==> src/rtl/rgb_to_yuv_encoder.sv <==
`default_nettype none
// +----------------------------------------------------------------------------+
// | Module   : rgb_to_yuv_encoder                                              |
// | Purpose  : Reads packed 24-bit RGB pixels from SRAM, converts them to      |
// |            BT.601 Y/U/V in fixed point, decimates U/V 2:1 horizontally     |
// |            and writes the Y, U and V planes back to SRAM.                  |
// | Ports    : CLOCK_50_I      - system clock                                  |
// |            resetn          - asynchronous active-low reset                 |
// |            enc_start       - start request (accepted only when idle)       |
// |            enc_done        - completion flag, held until next start        |
// |            SRAM_address    - registered SRAM word address                  |
// |            SRAM_write_data - registered SRAM write data                    |
// |            SRAM_we_n       - registered SRAM write enable, active low      |
// |            SRAM_read_data  - SRAM read data (READ_LAT cycles after addr)   |
// | Revision : 1.0 - initial release                                           |
// +----------------------------------------------------------------------------+
module rgb_to_yuv_encoder #(
  parameter int RGB_BASE = 146944,
  parameter int Y_BASE   = 0,
  parameter int U_BASE   = 38400,
  parameter int V_BASE   = 57600,
  parameter int PIXELS   = 76800,
  parameter int READ_LAT = 3
) (
  input  logic        CLOCK_50_I,
  input  logic        resetn,
  input  logic        enc_start,
  output logic        enc_done,
  output logic [17:0] SRAM_address,
  output logic [15:0] SRAM_write_data,
  output logic        SRAM_we_n,
  input  logic [15:0] SRAM_read_data
);

  // Counter spans the read and wait phases continuously: 0..5+READ_LAT
  localparam int c_CW = $clog2(7 + READ_LAT);

  localparam logic [17:0]     c_RGB_BASE  = 18'(RGB_BASE);
  localparam logic [17:0]     c_Y_BASE    = 18'(Y_BASE);
  localparam logic [17:0]     c_U_BASE    = 18'(U_BASE);
  localparam logic [17:0]     c_V_BASE    = 18'(V_BASE);
  localparam logic [17:0]     c_G_LAST    = 18'(PIXELS / 4 - 1);
  localparam logic [c_CW-1:0] c_LAT       = c_CW'(READ_LAT);
  localparam logic [c_CW-1:0] c_RD_LAST   = c_CW'(5);
  localparam logic [c_CW-1:0] c_WAIT_LAST = c_CW'(5 + READ_LAT);
  localparam logic [c_CW-1:0] c_PH_LAST   = c_CW'(3);

  typedef enum logic [2:0] {
    S_IDLE = 3'd0,
    S_RD   = 3'd1,
    S_WAIT = 3'd2,
    S_CONV = 3'd3,
    S_WR   = 3'd4
  } state_t;

  // Fixed-point conversion of one component: weighted sum, round, shift,
  // offset and saturate to 0..255.
  function automatic logic [7:0] f_conv(
    input logic signed [31:0] kr,
    input logic signed [31:0] kg,
    input logic signed [31:0] kb,
    input logic signed [31:0] off,
    input logic [7:0]         r,
    input logic [7:0]         g,
    input logic [7:0]         b
  );
    logic signed [31:0] s;
    s = kr * $signed({24'd0, r}) + kg * $signed({24'd0, g})
      + kb * $signed({24'd0, b}) + 32'sd32768;
    s = (s >>> 16) + off;
    if (s < 32'sd0)
      return 8'd0;
    else if (s > 32'sd255)
      return 8'd255;
    else
      return s[7:0];
  endfunction

  state_t          r_state, w_state_nxt;
  logic [c_CW-1:0] r_cnt, w_cnt_nxt;
  logic [17:0]     r_g, w_g_nxt;
  logic [17:0]     r_rgb_ptr, w_rgb_ptr_nxt;
  logic [17:0]     w_addr_nxt;
  logic [15:0]     w_wdata_nxt;
  logic            w_we_n_nxt;
  logic            w_done_nxt;

  logic [15:0]     r_word [0:5];
  logic [7:0]      r_y    [0:3];
  logic [7:0]      r_u    [0:3];
  logic [7:0]      r_v    [0:3];
  logic [7:0]      r_ud   [0:1];
  logic [7:0]      r_vd   [0:1];

  logic [c_CW-1:0] w_cap_idx;
  logic            w_cap_en;
  logic [15:0]     w_wa, w_wb, w_wc;
  logic [8:0]      w_usum0, w_usum1, w_vsum0, w_vsum1;

  // ---------------------------------------------------------------------------
  // FSM state and output registers
  // ---------------------------------------------------------------------------
  always_ff @(posedge CLOCK_50_I or negedge resetn) begin
    if (!resetn) begin
      r_state         <= S_IDLE;
      r_cnt           <= '0;
      r_g             <= '0;
      r_rgb_ptr       <= c_RGB_BASE;
      SRAM_address    <= c_RGB_BASE;
      SRAM_write_data <= 16'd0;
      SRAM_we_n       <= 1'b1;
      enc_done        <= 1'b0;
    end else begin
      r_state         <= w_state_nxt;
      r_cnt           <= w_cnt_nxt;
      r_g             <= w_g_nxt;
      r_rgb_ptr       <= w_rgb_ptr_nxt;
      SRAM_address    <= w_addr_nxt;
      SRAM_write_data <= w_wdata_nxt;
      SRAM_we_n       <= w_we_n_nxt;
      enc_done        <= w_done_nxt;
    end
  end

  // ---------------------------------------------------------------------------
  // FSM next-state and next-output logic. Outputs are registered, so each
  // branch prepares the values seen during the following cycle.
  // ---------------------------------------------------------------------------
  always_comb begin
    w_state_nxt   = r_state;
    w_cnt_nxt     = r_cnt + c_CW'(1);
    w_g_nxt       = r_g;
    w_rgb_ptr_nxt = r_rgb_ptr;
    w_addr_nxt    = SRAM_address;
    w_wdata_nxt   = SRAM_write_data;
    w_we_n_nxt    = 1'b1;
    w_done_nxt    = enc_done;

    case (r_state)
      S_IDLE: begin
        w_cnt_nxt = '0;
        if (enc_start) begin
          w_done_nxt    = 1'b0;
          w_g_nxt       = '0;
          w_rgb_ptr_nxt = c_RGB_BASE;
          w_addr_nxt    = c_RGB_BASE;
          w_state_nxt   = S_RD;
        end
      end

      S_RD: begin
        if (r_cnt == c_RD_LAST)
          w_state_nxt = S_WAIT;
        else
          w_addr_nxt = SRAM_address + 18'd1;
      end

      S_WAIT: begin
        if (r_cnt == c_WAIT_LAST) begin
          w_cnt_nxt   = '0;
          w_state_nxt = S_CONV;
        end
      end

      S_CONV: begin
        if (r_cnt == c_PH_LAST) begin
          w_cnt_nxt   = '0;
          w_state_nxt = S_WR;
          w_addr_nxt  = c_Y_BASE + {r_g[16:0], 1'b0};
          w_wdata_nxt = {r_y[0], r_y[1]};
          w_we_n_nxt  = 1'b0;
        end
      end

      S_WR: begin
        w_we_n_nxt = 1'b0;
        case (r_cnt)
          c_CW'(0): begin
            w_addr_nxt  = c_Y_BASE + {r_g[16:0], 1'b0} + 18'd1;
            w_wdata_nxt = {r_y[2], r_y[3]};
          end
          c_CW'(1): begin
            w_addr_nxt  = c_U_BASE + r_g;
            w_wdata_nxt = {r_ud[0], r_ud[1]};
          end
          c_CW'(2): begin
            w_addr_nxt  = c_V_BASE + r_g;
            w_wdata_nxt = {r_vd[0], r_vd[1]};
          end
          default: begin
            w_we_n_nxt = 1'b1;
            w_cnt_nxt  = '0;
            if (r_g == c_G_LAST) begin
              w_state_nxt = S_IDLE;
              w_done_nxt  = 1'b1;
              w_addr_nxt  = c_RGB_BASE;
            end else begin
              w_g_nxt       = r_g + 18'd1;
              w_rgb_ptr_nxt = r_rgb_ptr + 18'd6;
              w_addr_nxt    = r_rgb_ptr + 18'd6;
              w_state_nxt   = S_RD;
            end
          end
        endcase
      end

      default: begin
        w_state_nxt = S_IDLE;
        w_cnt_nxt   = '0;
      end
    endcase
  end

  // ---------------------------------------------------------------------------
  // Read-data capture: word k arrives READ_LAT cycles after its address, so
  // it lands when the read/wait counter equals k + READ_LAT.
  // ---------------------------------------------------------------------------
  assign w_cap_idx = r_cnt - c_LAT;
  assign w_cap_en  = ((r_state == S_RD) || (r_state == S_WAIT)) && (r_cnt >= c_LAT);

  // Phase 0 converts p0/p1 from words 0..2, phase 1 converts p2/p3 from 3..5
  assign w_wa = (r_cnt == c_CW'(0)) ? r_word[0] : r_word[3];
  assign w_wb = (r_cnt == c_CW'(0)) ? r_word[1] : r_word[4];
  assign w_wc = (r_cnt == c_CW'(0)) ? r_word[2] : r_word[5];

  assign w_usum0 = {1'b0, r_u[0]} + {1'b0, r_u[1]} + 9'd1;
  assign w_usum1 = {1'b0, r_u[2]} + {1'b0, r_u[3]} + 9'd1;
  assign w_vsum0 = {1'b0, r_v[0]} + {1'b0, r_v[1]} + 9'd1;
  assign w_vsum1 = {1'b0, r_v[2]} + {1'b0, r_v[3]} + 9'd1;

  always_ff @(posedge CLOCK_50_I or negedge resetn) begin
    if (!resetn) begin
      for (int k = 0; k < 6; k++) r_word[k] <= 16'd0;
      for (int k = 0; k < 4; k++) begin
        r_y[k] <= 8'd0;
        r_u[k] <= 8'd0;
        r_v[k] <= 8'd0;
      end
      for (int k = 0; k < 2; k++) begin
        r_ud[k] <= 8'd0;
        r_vd[k] <= 8'd0;
      end
    end else begin
      if (w_cap_en) begin
        for (int k = 0; k < 6; k++)
          if (w_cap_idx == c_CW'(k)) r_word[k] <= SRAM_read_data;
      end

      if (r_state == S_CONV) begin
        if (r_cnt == c_CW'(0) || r_cnt == c_CW'(1)) begin
          // Even pixel: {R,G} in word a, B in high byte of word b.
          // Odd pixel : R in low byte of word b, {G,B} in word c.
          r_y[{r_cnt[0], 1'b0}] <= f_conv(32'sd16843, 32'sd33030, 32'sd6423, 32'sd16,
                                          w_wa[15:8], w_wa[7:0], w_wb[15:8]);
          r_u[{r_cnt[0], 1'b0}] <= f_conv(-32'sd9699, -32'sd19071, 32'sd28770, 32'sd128,
                                          w_wa[15:8], w_wa[7:0], w_wb[15:8]);
          r_v[{r_cnt[0], 1'b0}] <= f_conv(32'sd28770, -32'sd24117, -32'sd4653, 32'sd128,
                                          w_wa[15:8], w_wa[7:0], w_wb[15:8]);
          r_y[{r_cnt[0], 1'b1}] <= f_conv(32'sd16843, 32'sd33030, 32'sd6423, 32'sd16,
                                          w_wb[7:0], w_wc[15:8], w_wc[7:0]);
          r_u[{r_cnt[0], 1'b1}] <= f_conv(-32'sd9699, -32'sd19071, 32'sd28770, 32'sd128,
                                          w_wb[7:0], w_wc[15:8], w_wc[7:0]);
          r_v[{r_cnt[0], 1'b1}] <= f_conv(32'sd28770, -32'sd24117, -32'sd4653, 32'sd128,
                                          w_wb[7:0], w_wc[15:8], w_wc[7:0]);
        end else if (r_cnt == c_CW'(2)) begin
          // Rounded pair average; the 9-bit sum cannot overflow
          r_ud[0] <= w_usum0[8:1];
          r_ud[1] <= w_usum1[8:1];
          r_vd[0] <= w_vsum0[8:1];
          r_vd[1] <= w_vsum1[8:1];
        end
      end
    end
  end

endmodule
`default_nettype wire

==> config.mk <==
export PLATFORM = sky130hd
export DESIGN_NAME = rgb_to_yuv_encoder
export DESIGN_NICKNAME = d
export VERILOG_FILES = /design/src/rtl/rgb_to_yuv_encoder.sv
export SDC_FILE = /design/constraint.sdc
export NUM_CORES = 2
export LEC_CHECK = 0
export ABC_AREA = 1
export CORE_MARGIN = 4
export CORE_UTILIZATION = 50
export CTS_BUF_LIST = sky130_fd_sc_hd__clkbuf_2 sky130_fd_sc_hd__clkbuf_4 sky130_fd_sc_hd__clkbuf_8
export CTS_CLUSTER_DIAMETER = 40
export DETAILED_ROUTE_END_ITERATION = 10
export MAX_ROUTING_LAYER = met4
export PLACE_DENSITY = 0.66
export SKIP_LAST_GASP = 1
export SLEW_MARGIN = 25
export SYNTH_ARGS = -nofsm -noshare
export SYNTH_HDL_FRONTEND = slang
export SYNTH_SLANG_ARGS = --single-unit
==> constraint.sdc <==
create_clock -name CLOCK_50_I -period 23.3 [get_ports CLOCK_50_I]
set_clock_uncertainty 0.05 [all_clocks]
set_input_delay 6.99 -clock CLOCK_50_I [delete_from_list [all_inputs] [get_ports CLOCK_50_I]]
set_output_delay 6.99 -clock CLOCK_50_I [all_outputs]
set_load 0.02 [all_outputs]
==> impl_metrics.ini <==
[clock_network]
numCtsBuffers = 54
clock_latency_ns = 0.68
post_cts.resized_instances = 0
cts_setup_buffers = 0
cts_max_level = 2
clockBufferDepth = 3
path_clk_slew_ns = 0.06
clock_sinks = 302
root_buffer = clkbuf_8
hold_buffers = 0
cts_tree = yes

[route]
antenna_left = 0
vias = 44860
drc = 0
avgViaCountPerCell = 5.386
met2_length_mm = 84.96
avgRoutedWirePerCell_um = 21.33
drt_iter0_markers = 3375
highest_layer = met4
wirelength_mm = 177.7
wl_met3_mm = 9.819
dr.pass1.iters = 6
wl_met1_mm = 74.19

[synth]
syn_area_um2 = 56890
synth.area.top_cells = fa_1, ha_1, dfrtp_1
yosysMostFrequentCell = inv_1
yosys.area_share.adder_pct = 49.76
synth-xor-area-share_pct = 2.868
synth-seq-cells = 302
syn_area_per_cell_um2 = 8.517
synth_warnings = 0
synth_compound_area_share_pct = 8.034
yosys.area.top_type = fa_1
synth_cell_type_count = 69
synth-simple-area-share_pct = 13.09
synth_top_area_share_pct = 27.76
synthArstFlopShare_pct = 100.0
synth_mux_area_share_pct = 0.9897
synth_cells = 6680
synth_top_family_by_area = adder cells
synth_nets = 8488
synth_common_cells = inv_1, ha_1, nand2_1
synth_edf_count = 0
ys.flop_type = dfrtp_1
ys_seq_area_share_pct = 13.31

[min_path]
hold_start = SRAM_write_data[3]$_DFFE_PN0P_
min_to = SRAM_write_data[3]$_DFFE_PN0P_
hp-class = flip-flop to flip-flop
whs_path_depth = 2

[critical_path]
cp.required_ns = 23.76
crit_path_end_kind = flip-flop
crit_slowest_cell = buf_4
r2r_slack_ns = 11.11
rr_startpoint = r_cnt[0]$_DFF_PN0_
critPathLaunchType = flip-flop
cp.arrival_ns = 12.65
r2r-end = r_v[23]$_DFFE_PN0P_
worstPathMaxFanout = 75
ff2ff_path_depth = 47
critPathKind = flip-flop to flip-flop
path_common_cell = nand2_1
critical_path.max_stage_delay_ns = 0.70

[layout]
seq_area_um2 = 7574
nFillCells = 10620
multi_input_area_um2 = 42580
drive_gt1_share_pct = 4.779
syn_to_final_growth_pct = 6.785
nets = 8587

[floorplanning]
fp.dieH_um = 345.3
fp.dieArea_um2 = 119200
core_area_um2 = 112800
rows = 123
initial_core_util_pct = 50.43
ios = 55
die_w_um = 345.3

[grt]
antenna_found_initial = 7
overflow = 0
grt_pass1_vias = 47320
grt_max_degree = 117
grt_pass1_wl_mm = 277.8
grt.total_usage_pct = 31.09

[sta]
slew_viol_final = 0
hold-worst-slack_ns = 0.4300
max_freq_mhz = 82.02
setup_violations = 0
fin_crit_ns = 12.19
tns_ns = 0
worstMarginPinSlew_ns = 1.174
slew_headroom_pct = 20.89
fin_crit_sh_pct = 52.33
rsz0062_at_grt = no
hold_viol = 0

[placed_design]
port_buffers = 54
hpwl_mm = 152.8
gp_congestion = 1.047

[status]
status = completed

[flow_run]
cap_violations = 0
cell type report:
cell class                      count  share of cell area [%]
Multi-Input combinational cell   4579                   70.09
Clock inverter                     16                  0.3419
Clock buffer                       82                   1.641
Timing Repair Buffer              113                   1.660
Sequential cell                   302                   12.47
Antenna cell                        8                 0.03295
Inverter                         1729                   10.68
Tap cell                         1500                   3.089
per-stage QoR:
step                area, um^2  std cells  setup WS (ns)  util (%)
detailed placement       59490       8222          11.29     52.74
global placement         59470       8221          11.32     52.72
finish                   60750       8329          11.11     53.85
floorplan                56890       6680          12.58         -
global route             60750       8327          10.19     53.85
CTS                      60700       8320          11.22     53.81
cells by family after synthesis:
logic type / after synthesis
XOR/XNOR: 182
AO/OA/AOI/OAI: 796
other: 1
adder cells (fa/ha/maj): 1789
multiplexers: 50
buffers and inverters: 1799
AND/OR/NAND/NOR: 1761
flip-flops: 302
worst max-delay path: cells and delay by family, from the launching register on:
family / cells / cell delay [ns]
simple gates: 16 / 2.43
fa+ha+maj: 12 / 4.74
buf+inv: 8 / 1.81
compound gates: 10 / 2.04
flops: 1 / 0.50
xor+xnor: 1 / 0.34
sequential cells by signal, indices dropped and copies added, names as in the netlist, 17 cells and up:
name / count
r_word: 96
r_u: 32
r_v: 32
r_y: 32
SRAM_address: 18
r_g: 18
r_rgb_ptr: 17
worst max path at each step:
stage / startpoint / end / slack (ns) / cells after the start
finish: r_cnt[0]$_DFF_PN0_ / r_v[23]$_DFFE_PN0P_ / 11.11 / 47
global route: r_cnt[0]$_DFF_PN0_ / r_v[23]$_DFFE_PN0P_ / 10.19 / 50
CTS: r_cnt[0]$_DFF_PN0_ / r_v[23]$_DFFE_PN0P_ / 11.22 / 48
detailed placement: r_cnt[0]$_DFF_PN0_ / r_v[23]$_DFFE_PN0P_ / 11.29 / 47
global placement: r_cnt[0]$_DFF_PN0_ / r_u[30]$_DFFE_PN0P_ / 11.32 / 44
floorplan: r_cnt[0]$_DFF_PN0_ / r_v[24]$_DFFE_PN0P_ / 12.58 / 55
routing by layer:
layer	vias to the layer above	track usage [%]
li1	21020	-
met1	22140	39.27
met4	0	12.40
met3	401	3.505
met2	1304	51.33
met5	-	-
layout by cell type, fill, tap and decap left out, types with 13 or more instances in the layout:
cell type	count
inv_1	1707
ha_1	1000
nand2_1	956
fa_1	789
nor2_1	379
a21oi_1	304
dfrtp_1	289
o21ai_0	234
nand3_1	202
xor2_1	124
nand4_1	65
clkbuf_8	61
buf_4	58
xnor2_1	53
clkdlybuf4s50_1	53
nor3_1	48
mux2_2	44
o21ai_1	36
o31ai_1	32
o21bai_1	29
a21o_1	28
or2_2	25
a31oi_1	24
clkbuf_4	21
nor4_1	19
inv_2	18
o21a_1	15
nor2_2	15
nand2_2	14
dfstp_2	13
nand3b_1	13
Power is not shown: default switching activity piles up to over one toggle a cycle in this logic, so the estimate is an artifact.
